$ cat config.mk
export PLATFORM = sky130hd
export DESIGN_NAME = serial_rx_frame
export DESIGN_NICKNAME = d
export VERILOG_FILES = /design/src/rtl/serial_rx_frame.sv
export SDC_FILE = /design/constraint.sdc
export NUM_CORES = 1
export LEC_CHECK = 0
export BUFFER_PORTS_ARGS = -buffer_cell sky130_fd_sc_hd__buf_2
export CAP_MARGIN = 20
export CORE_MARGIN = 2
export CORE_UTILIZATION = 31
export DETAILED_ROUTE_END_ITERATION = 6
export SLEW_MARGIN = 0
export SYNTH_ARGS = -nofsm -noshare
export SYNTH_HDL_FRONTEND = slang
export SYNTH_SLANG_ARGS = --single-unit
$ cat constraint.sdc
create_clock -name clk -period 3.1 [get_ports clk]
set_input_delay 0.465 -clock clk [delete_from_list [all_inputs] [get_ports clk]]
set_output_delay 0.465 -clock clk [all_outputs]
set_load 0.005 [all_outputs]
$ cat src/rtl/serial_rx_frame.sv
// Serial bit-stream receiver: assembles LSB-first words, buffers them in a FIFO and flags frame ends.
// Optional even-parity checking per word is enabled by defining SERIAL_RX_PARITY_EN.
module serial_rx_frame #(
  parameter int unsigned WORD_W      = 8,
  parameter int unsigned FRAME_WORDS = 4,
  parameter int unsigned FIFO_DEPTH  = 4
) (
  input  logic              clk,
  input  logic              rst,
  input  logic              tx_valid,
  input  logic              tx_data,
  output logic              rx_ready,
  output logic [WORD_W-1:0] rx_word,
  output logic              rx_word_valid,
  input  logic              rx_word_ready,
  output logic              rx_finish,
  output logic              rx_overflow,
  output logic              rx_parity_err
);

`ifdef SERIAL_RX_PARITY_EN
  localparam int unsigned PAR_W = 1;
`else
  localparam int unsigned PAR_W = 0;
`endif
  localparam int unsigned BITS_W = WORD_W + PAR_W;
  localparam int unsigned BCNT_W = $clog2(BITS_W);
  localparam int unsigned WCNT_W = (FRAME_WORDS > 1) ? $clog2(FRAME_WORDS) : 1;
  localparam int unsigned PTR_W  = $clog2(FIFO_DEPTH);
  localparam int unsigned CNT_W  = PTR_W + 1;

  localparam logic [BCNT_W-1:0] LAST_BIT  = BCNT_W'(BITS_W - 1);
  localparam logic [WCNT_W-1:0] LAST_WORD = WCNT_W'(FRAME_WORDS - 1);
  localparam logic [CNT_W-1:0]  FULL_CNT  = CNT_W'(FIFO_DEPTH);

  localparam logic [1:0] IDLE = 2'd0;
  localparam logic [1:0] RECV = 2'd1;
  localparam logic [1:0] DONE = 2'd2;

  logic [1:0]        state, state_nxt;
  logic [BCNT_W-1:0] bit_cnt, bit_cnt_nxt;
  logic [WCNT_W-1:0] word_cnt, word_cnt_nxt;
  logic [BITS_W-1:0] shreg, assembled;
  logic [WORD_W-1:0] mem [FIFO_DEPTH];
  logic [PTR_W-1:0]  wr_ptr, wr_ptr_nxt, rd_ptr, rd_ptr_nxt;
  logic [CNT_W-1:0]  count, count_nxt;
  logic [WORD_W-1:0] head_nxt;
  logic              bit_fire, word_done, parity_ok, push, pop, frame_end;

  // Next-state, datapath and FIFO bookkeeping
  always_comb begin
    bit_fire   = tx_valid && rx_ready;
    assembled  = shreg;
    assembled[bit_cnt] = tx_data;
    word_done  = bit_fire && (bit_cnt == LAST_BIT);
`ifdef SERIAL_RX_PARITY_EN
    parity_ok  = ~(^assembled);
`else
    parity_ok  = 1'b1;
`endif
    push       = word_done && parity_ok;
    pop        = rx_word_valid && rx_word_ready;
    frame_end  = push && (word_cnt == LAST_WORD);

    bit_cnt_nxt = bit_cnt;
    if (bit_fire) bit_cnt_nxt = word_done ? '0 : bit_cnt + BCNT_W'(1);

    word_cnt_nxt = word_cnt;
    if (push) word_cnt_nxt = frame_end ? '0 : word_cnt + WCNT_W'(1);

    wr_ptr_nxt = push ? wr_ptr + PTR_W'(1) : wr_ptr;
    rd_ptr_nxt = pop  ? rd_ptr + PTR_W'(1) : rd_ptr;
    count_nxt  = count + CNT_W'(push) - CNT_W'(pop);

    // A word written this edge into the slot that becomes the head bypasses the array
    head_nxt = (push && (wr_ptr == rd_ptr_nxt)) ? assembled[WORD_W-1:0] : mem[rd_ptr_nxt];

    state_nxt = state;
    case (state)
      IDLE:    if (bit_fire) state_nxt = RECV;
      RECV:    if (frame_end) state_nxt = DONE;
      DONE:    state_nxt = IDLE;
      default: state_nxt = IDLE;
    endcase
  end

  always_ff @(posedge clk or posedge rst) begin
    if (rst) begin
      state         <= IDLE;
      bit_cnt       <= '0;
      word_cnt      <= '0;
      shreg         <= '0;
      wr_ptr        <= '0;
      rd_ptr        <= '0;
      count         <= '0;
      rx_ready      <= 1'b0;
      rx_word       <= '0;
      rx_word_valid <= 1'b0;
      rx_finish     <= 1'b0;
      rx_overflow   <= 1'b0;
      for (int unsigned i = 0; i < FIFO_DEPTH; i++) mem[PTR_W'(i)] <= '0;
    end else begin
      state         <= state_nxt;
      bit_cnt       <= bit_cnt_nxt;
      word_cnt      <= word_cnt_nxt;
      wr_ptr        <= wr_ptr_nxt;
      rd_ptr        <= rd_ptr_nxt;
      count         <= count_nxt;
      if (bit_fire) shreg <= assembled;
      if (push) mem[wr_ptr] <= assembled[WORD_W-1:0];
      rx_word       <= head_nxt;
      rx_word_valid <= (count_nxt != '0);
      rx_finish     <= (state_nxt == DONE);
      rx_ready      <= (count_nxt != FULL_CNT) && (state_nxt != DONE);
      if (tx_valid && !rx_ready) rx_overflow <= 1'b1;
    end
  end

`ifdef SERIAL_RX_PARITY_EN
  always_ff @(posedge clk or posedge rst) begin
    if (rst) rx_parity_err <= 1'b0;
    else     rx_parity_err <= word_done && !parity_ok;
  end
`else
  assign rx_parity_err = 1'b0;
`endif

endmodule

==> results of run 1 <==
## state kept, by name, indices dropped and copies added, names as in the netlist
| name | flops |
|---|---|
| mem | 32 |
| rx_word | 8 |
| shreg | 8 |
| bit_cnt | 3 |
| count | 3 |
| rd_ptr | 2 |
| state | 2 |
| word_cnt | 2 |
| wr_ptr | 2 |
| rx_finish | 1 |
| rx_overflow | 1 |
| rx_ready | 1 |
| rx_word_valid | 1 |
## final cells by class
type,instances,area (um2),share of cell area
sequential,66,1650,0.475
timing repair buffer,19,115,0.0331
clock buffer,14,163,0.0468
inverter,10,40.0,0.0115
tap,133,166,0.0479
clock inverter,2,35.0,0.0101
multi-input combinational,199,1310,0.375
## stage by stage
stage               hold WS, ps  power (mW)  std cells  instance area, um2
floorplan                   411        2.25        292                3090
global placement            431        2.48        427                3280
detailed placement          440        2.52        427                3280
CTS                         278        3.27        443                3480
global route                302        3.50        443                3480
finish                      244        3.23        443                3480
## routing by layer
layer,up-vias,wire length (um)
li1,1050,-
met1,1000,2980
met2,17,2820
met3,7,139
met4,0,113
met5,-,0
## cell usage after synthesis (2+ instances only)
cell type,number
mux2i_1,20
nor2_1,4
nor3_1,4
xnor2_1,5
xnor2_2,2
clkbuf_1,10
a21oi_1,2
o22ai_1,7
o31a_1,3
buf_4,3
o211ai_1,3
o21ai_0,51
buf_6,2
nand3_1,2
nand2_1,51
o22a_1,11
nand2b_1,3
and4b_1,2
dfrtp_1,66
a21o_1,4
and3_1,2
nand3b_1,4
nor3b_1,3
ha_1,9
inv_1,9
buf_2,2
## critical path, stage by stage (launching register included)
cell and delay [ps]:
dfrtp_1 510, ha_1 200, ha_1 190, and3_1 180, inv_1 110, ha_1 300, inv_1 40, ha_1 180
fa_1 390, xnor2_1 190, xnor2_1 170, a21oi_1 90
## where the power goes
group,total [mW],internal (mW),switching (mW)
logic,1.13,0.506,0.626
registers,1.36,1.15,0.214
clock network,0.731,0.416,0.316
total,3.23,2.07,1.16
## worst min path at each step
stage,startpoint,slack [ps],cells after the start,endpoint
3_3_place_gp,state[1],430,1,state[0]
5_1_grt,rst,300,2,shreg[5]
6_report,rst,240,2,shreg[1]
3_5_place_dp,rx_overflow,440,1,rx_overflow
4_1_cts,rst,280,2,shreg[5]
2_1_floorplan,state[1],410,1,state[0]
## kinds of logic (layout without fill, tap and decap cells)
kind of cell / after synthesis / count (layout)
simple gates: 76 / 76
buf+inv: 27 / 45
other cells: 1 / 1
compound gates: 84 / 84
fa+ha+maj: 10 / 10
mux: 21 / 21
xor+xnor: 7 / 7
flops: 66 / 66
==> reports/results.ini, run 1 <==
[die]
die_h_um=104
ios=18
num_rows=36
start_util=0.318
dieArea_um2=10800
core-area_um2=9730
die_w_um=104

[setup_path]
reg2reg_from=bit_cnt[0]
worstSetupEndpointType=register
cp-endpoint=rx_ready
crit_start=bit_cnt[0]
startpoint_type=register
reg2reg_slack_ps=430
r2r_end=rx_ready
critPathKind=register to register
required_ps=3320
arrival_ps=2890
cp_max_fo=11
worst_r2r_path_depth=11

[grt]
antenna_found_initial=0
track_usage=0.121
grt_pass1_wl_mm=10.1
grtUsageMet3=0.0340
gr-usage-met2=0.192
grt_pass1_vias=2033
grt_max_degree=35
gr-total-overflow=0
grtUsageMet1=0.155
top_usage_layer=met2

[clock_network]
htreeDepth=3
post_cts_buffers=0
clockBufferDepth=2
cts_hold_buf=0
cts_tree=yes
cts_resized=0
insertion_delay_ps=340
clk_pin_slew_worst_paths_ps=70
cts_root_buf=clkbuf_8
numCtsBuffers=9
clock_sinks=66

[yosys]
ys_seq_area_frac=0.535
synth-simple-area-share=0.114
synth_nets=307
synth_seq_cells=66
netlist_area_um2=3090
synth-compound-area-share=0.166
yosysWarnings=0
post-synth-top-area-fraction=0.535
syn_inst=292
synth_largest_area_cell=dfrtp_1
netlist_top_cells_area=dfrtp_1 (53%), o21ai_0 (8.3%), mux2i_1 (6.5%)
yosys.area_share.xor_xnor=0.0247
syn_area_per_cell_um2=10.6
synth_mux_area_frac=0.0733
async_flop_share=1.00
synth_cell_types=34
synth_flop_cell=dfrtp_1
synth_edf_count=0
synth_top_family_by_area=compound AO/OA/AOI/OAI gates
synthAdderAreaFrac=0.0429

[timing]
period_minus_slack_ps=2670
worst_slack_ps=434
slew-limit-headroom=0.469
post-route-period-util=0.860
rsz0062_at_grt=no
setup_viol=0
slew_violations=0
fin_skew_ps=8.40
fmax_mhz=375
worst_pin_slew_ps=792
hold_violations=0
setup_tns_ps=0

[pwr]
peakVddDrop_mv=0.230
p_per_area_nw_per_um2=928
p_leak_nw=1.56

[outcome]
status=completed

[drt]
ant_nets=0
finalWirelength_mm=6.05
drc=0
avgRoutedWirePerCell_um=13.7
routed_via_density=4.68
first_pass_iters=4
drt_iter0_markers=81
vias=2074

[placed_design]
port_buffers=16
place_ws_ps=393
dpl.hpwl_mm=4.00
place.gp.congestion=0.776

[job]
drv_cap=0

[finish]
layout.nets=320
fin_util=0.357
fill_cells=1000
area_growth_pct=12.5
drive_gt1_frac=0.123
layout_commonest_cell=dfrtp_1
final_cell_mix=dfrtp_1 (66), nand2_1 (51), o21ai_0 (51), mux2i_1 (20), buf_2 (16)
insertedDiodeCount=0

[hold_path]
hold_path_class=input pin to asynchronous set/reset pin

(Power assumes the default switching activity.)
==> inputs of run 2 (changes only) <==
GPL_TIMING_DRIVEN = 0   (was not set)
==> reports/results.ini, run 2 (synthesized netlist as in run 1, its figures left out) <==
[pwr]
combPwrFrac=0.356
p_seq_frac=0.381
peakVddDrop_mv=0.308
netSwitchingPower_mw=1.24
p_leak_nw=1.60
p_int_mw=2.25
clkPwrFrac=0.262
swShare=0.354
p_per_area_nw_per_um2=974

[clock_network]
clk_pin_slew_worst_paths_ps=80
cts_root_buf=clkbuf_8
numCtsBuffers=9
clock_sinks=66
htreeDepth=3
insertion_delay_ps=360
cts_resized=0
cts_hold_buf=0
cts_tree=yes
clockBufferDepth=2
post_cts_buffers=0

[drt]
drt_iter0_markers=145
vias=2192
avgRoutedWirePerCell_um=14.4
first_pass_iters=4
finalWirelength_mm=6.59
routed_via_density=4.81
ant_nets=0
drc=0

[finish]
layout_commonest_cell=dfrtp_1
final_cell_mix=dfrtp_1 (66), nand2_1 (51), o21ai_0 (51), mux2i_1 (20), buf_2 (17)
layout.nets=333
largest_reg_flops=32
area_growth_pct=16.0
reg_top3=mem (32), rx_word (8), shreg (8)
drive_gt1_frac=0.136
insertedDiodeCount=0
regMostFlops=mem
fill_cells=1011

[timing]
fin_hold_ws_ps=254
worst_pin_slew_ps=814
hold_violations=0
worst_slack_ps=371
setup_viol=0
slew_violations=0
rsz0062_at_grt=no
slew-limit-headroom=0.458
fin_skew_ps=8.85
period_minus_slack_ps=2730
fmax_mhz=366
setup_tns_ps=0
post-route-period-util=0.880

[placed_design]
dpl.hpwl_mm=4.39
place.gp.congestion=0.823
port_buffers=15
place_ws_ps=336

[grt]
grt_max_degree=67
track_usage=0.132
grt_pass1_wl_mm=11.1
grt_pass1_vias=2189
gr-total-overflow=0
antenna_found_initial=0

[job]
drv_cap=0

[die]
core-area_um2=9730
ios=18
num_rows=36
dieArea_um2=10800
start_util=0.318
die_w_um=104
die_h_um=104

[hold_path]
hold_path_class=input pin to asynchronous set/reset pin

[setup_path]
cp_max_fo=10
worstSetupEndpointType=register
startpoint_type=register
critPathKind=register to register
required_ps=3340
arrival_ps=2970

[outcome]
status=completed

## run 2: cell count changes in the layout (fill, tap and decap cells not counted), moves of 2 or more
cell        delta
clkinvlp_4     +2
clkbuf_1       +7
bufinv_16      +2
buf_6          +2
## run 2: power groups by stage
stage / sequential [mW] / combinational (mW) / clock (mW)
floorplan: 1.31 / 0.945 / 0
global placement: 1.33 / 1.22 / 0
detailed placement: 1.35 / 1.26 / 0
CTS: 1.33 / 1.26 / 0.934
global route: 1.37 / 1.41 / 0.972
finish: 1.33 / 1.24 / 0.915
## run 2: worst max-delay path, stage by stage, from the launching register on
cell	delay [ps]
dfrtp_1	390
ha_1	200
ha_1	220
and3_1	220
buf_4	170
inv_1	190
ha_1	170
inv_1	40
ha_1	180
fa_1	380
xnor2_1	140
xnor2_1	220
a21oi_1	90
## run 2: final timing paths
kind,slack (ps),cells past startpoint,startpoint,to
worst max-delay path,370,12,bit_cnt[0],rx_ready
worst max register to register,370,12,bit_cnt[0],rx_ready
worst min-delay path,250,2,rst,shreg[1]
worst min register to register,460,1,rx_overflow,rx_overflow
min in group clk,360,2,tx_valid,rx_overflow
max in group asynchronous,2290,2,rst,mem[23]
## run 2: layer usage
layer,vias to the layer above,part of all wire,GRT usage
met1,1056,0.47,0.178
met3,18,0.036,0.0283
li1,1075,-,-
met2,43,0.46,0.196
met5,-,0,0
met4,0,0.029,0.0772
## run 2: layout make-up
cell class                      instances  area (um2)  area share
Clock inverter                          6         114      0.0318
Tap cell                              133         166      0.0464
Timing Repair Buffer                   15        75.1      0.0209
Multi-Input combinational cell        199        1310       0.364
Buffer                                 17        92.6      0.0258
Inverter                               10        42.5      0.0119
Clock buffer                           10         138      0.0384
Sequential cell                        66        1650       0.461
## run 2: per-stage QoR
stage          cells   util  total power [mW]  instance area (um2)
5_1_grt          456  0.368              3.75                 3580
3_5_place_dp     440  0.343              2.60                 3330
4_1_cts          456  0.368              3.53                 3580
3_3_place_gp     440  0.342              2.55                 3330
6_report         456  0.368              3.49                 3580
2_1_floorplan    292      -              2.25                 3090
==> inputs of run 3 (changes only) <==
PLACE_DENSITY_LB_ADDON = 0.2   (was not set)
==> reports/results.ini, run 3 (synthesized netlist as in run 1, its figures left out) <==
[clock_network]
clock_sinks=66
insertion_delay_ps=350
cts_tree=yes
post_cts_buffers=0
cts_hold_buf=0
numCtsBuffers=9
cts_resized=0
clockBufferDepth=2
clk_pin_slew_worst_paths_ps=70
htreeDepth=3
cts_root_buf=clkbuf_8

[drt]
avgRoutedWirePerCell_um=15.2
drt_iter0_markers=99
ant_nets=0
finalWirelength_mm=6.90
first_pass_iters=4
drc=0
vias=2186
routed_via_density=4.83

[pwr]
combPwrFrac=0.396
swShare=0.374
fin_total_pwr_mw=3.15
peakVddDrop_mv=0.224
p_seq_frac=0.418
p_int_mw=1.97
netSwitchingPower_mw=1.18
p_leak_nw=1.56
p_per_area_nw_per_um2=908
clkPwrFrac=0.185

[die]
die_h_um=104
num_rows=36
ios=18
die_w_um=104
start_util=0.318
core-area_um2=9730
dieArea_um2=10800

[timing]
worst_pin_slew_ps=850
setup_tns_ps=0
fin_skew_ps=7.45
rsz0062_at_grt=no
period_minus_slack_ps=2720
hold_violations=0
slew-limit-headroom=0.433
fin_hold_ws_ps=278
post-route-period-util=0.877
setup_viol=0
slew_violations=0
worst_slack_ps=380
fmax_mhz=368

[placed_design]
placed_area_um2=3330
placedCellCount=440
place.gp.congestion=0.741
place_ws_ps=357
port_buffers=15
dpl.hpwl_mm=4.44

[hold_path]
hold_path_class=input pin to asynchronous set/reset pin

[setup_path]
arrival_ps=2940
worstPathCellList=ha_1, ha_1, and3_1, buf_4, inv_1, ha_1, inv_1, ha_1, fa_1, xnor2_1, xnor2_1, a21oi_1
critPathKind=register to register
startpoint_type=register
cp_max_fo=10
worst_r2r_path_depth=12
required_ps=3320
cp_common_cell=ha_1
worstSetupEndpointType=register
critPathSlowestCell=dfrtp_1
critPathMaxStageDelay_ps=380

[finish]
multi_input_area_um2=1310
regMostFlops=mem
largest_reg_flops=32
layout_commonest_cell=dfrtp_1
fill_cells=1043
stdcell_count=453
regArea_um2=1650
reg_top3=mem (32), rx_word (8), shreg (8)
insertedDiodeCount=0
fin_area_um2=3470
final_cell_mix=dfrtp_1 (66), nand2_1 (51), o21ai_0 (51), mux2i_1 (20), buf_2 (17)
layout.nets=333
area_growth_pct=12.4
drive_gt1_frac=0.119
fin_util=0.357

[grt]
grt_pass1_wl_mm=11.8
gr-total-overflow=0
antenna_found_initial=0
grt_pass1_vias=2290
grt_max_degree=67
track_usage=0.142

[outcome]
status=completed

[job]
drv_cap=0

## run 3: path summary, 6_finish.rpt
check	startpoint	endpoint	slack (ps)
min in group clk	tx_valid	rx_overflow	380
setup reg to reg	bit_cnt[0]	rx_ready	380
max in group asynchronous	rst	rx_word[4]	2250
setup / recovery	bit_cnt[0]	rx_ready	380
hold / removal	rst	rx_word[5]	280
hold reg to reg	rx_overflow	rx_overflow	450
## run 3: layout make-up
class	count	share of cell area
buffer	17	0.0267
timing repair buffer	15	0.0216
inverter	10	0.0122
multi-input combinational	199	0.376
tap	133	0.0479
clock buffer	12	0.0389
sequential	66	0.476
clock inverter	1	0.00144
## run 3: power groups by stage
stage	clock (mW)	sequential, mW	combinational [mW]
global placement	0	1.33	1.25
detailed placement	0	1.34	1.27
floorplan	0	1.31	0.945
global route	0.640	1.36	1.44
finish	0.584	1.32	1.25
CTS	0.607	1.32	1.27
## run 3: routing by layer
metal / part of all wire / vias up / GRT usage
li1: - / 1069 / -
met1: 0.50 / 1076 / 0.187
met2: 0.45 / 27 / 0.217
met3: 0.026 / 14 / 0.0334
met4: 0.026 / 0 / 0.0705
met5: 0 / - / 0
## run 3: worst max-delay path: cells and delay by family (launching register included)
family	cells	cell delay (ps)
buf+inv	3	400
flops	1	380
simple gates	1	220
fa+ha+maj	5	1150
compound gates	1	100
xor+xnor	2	370
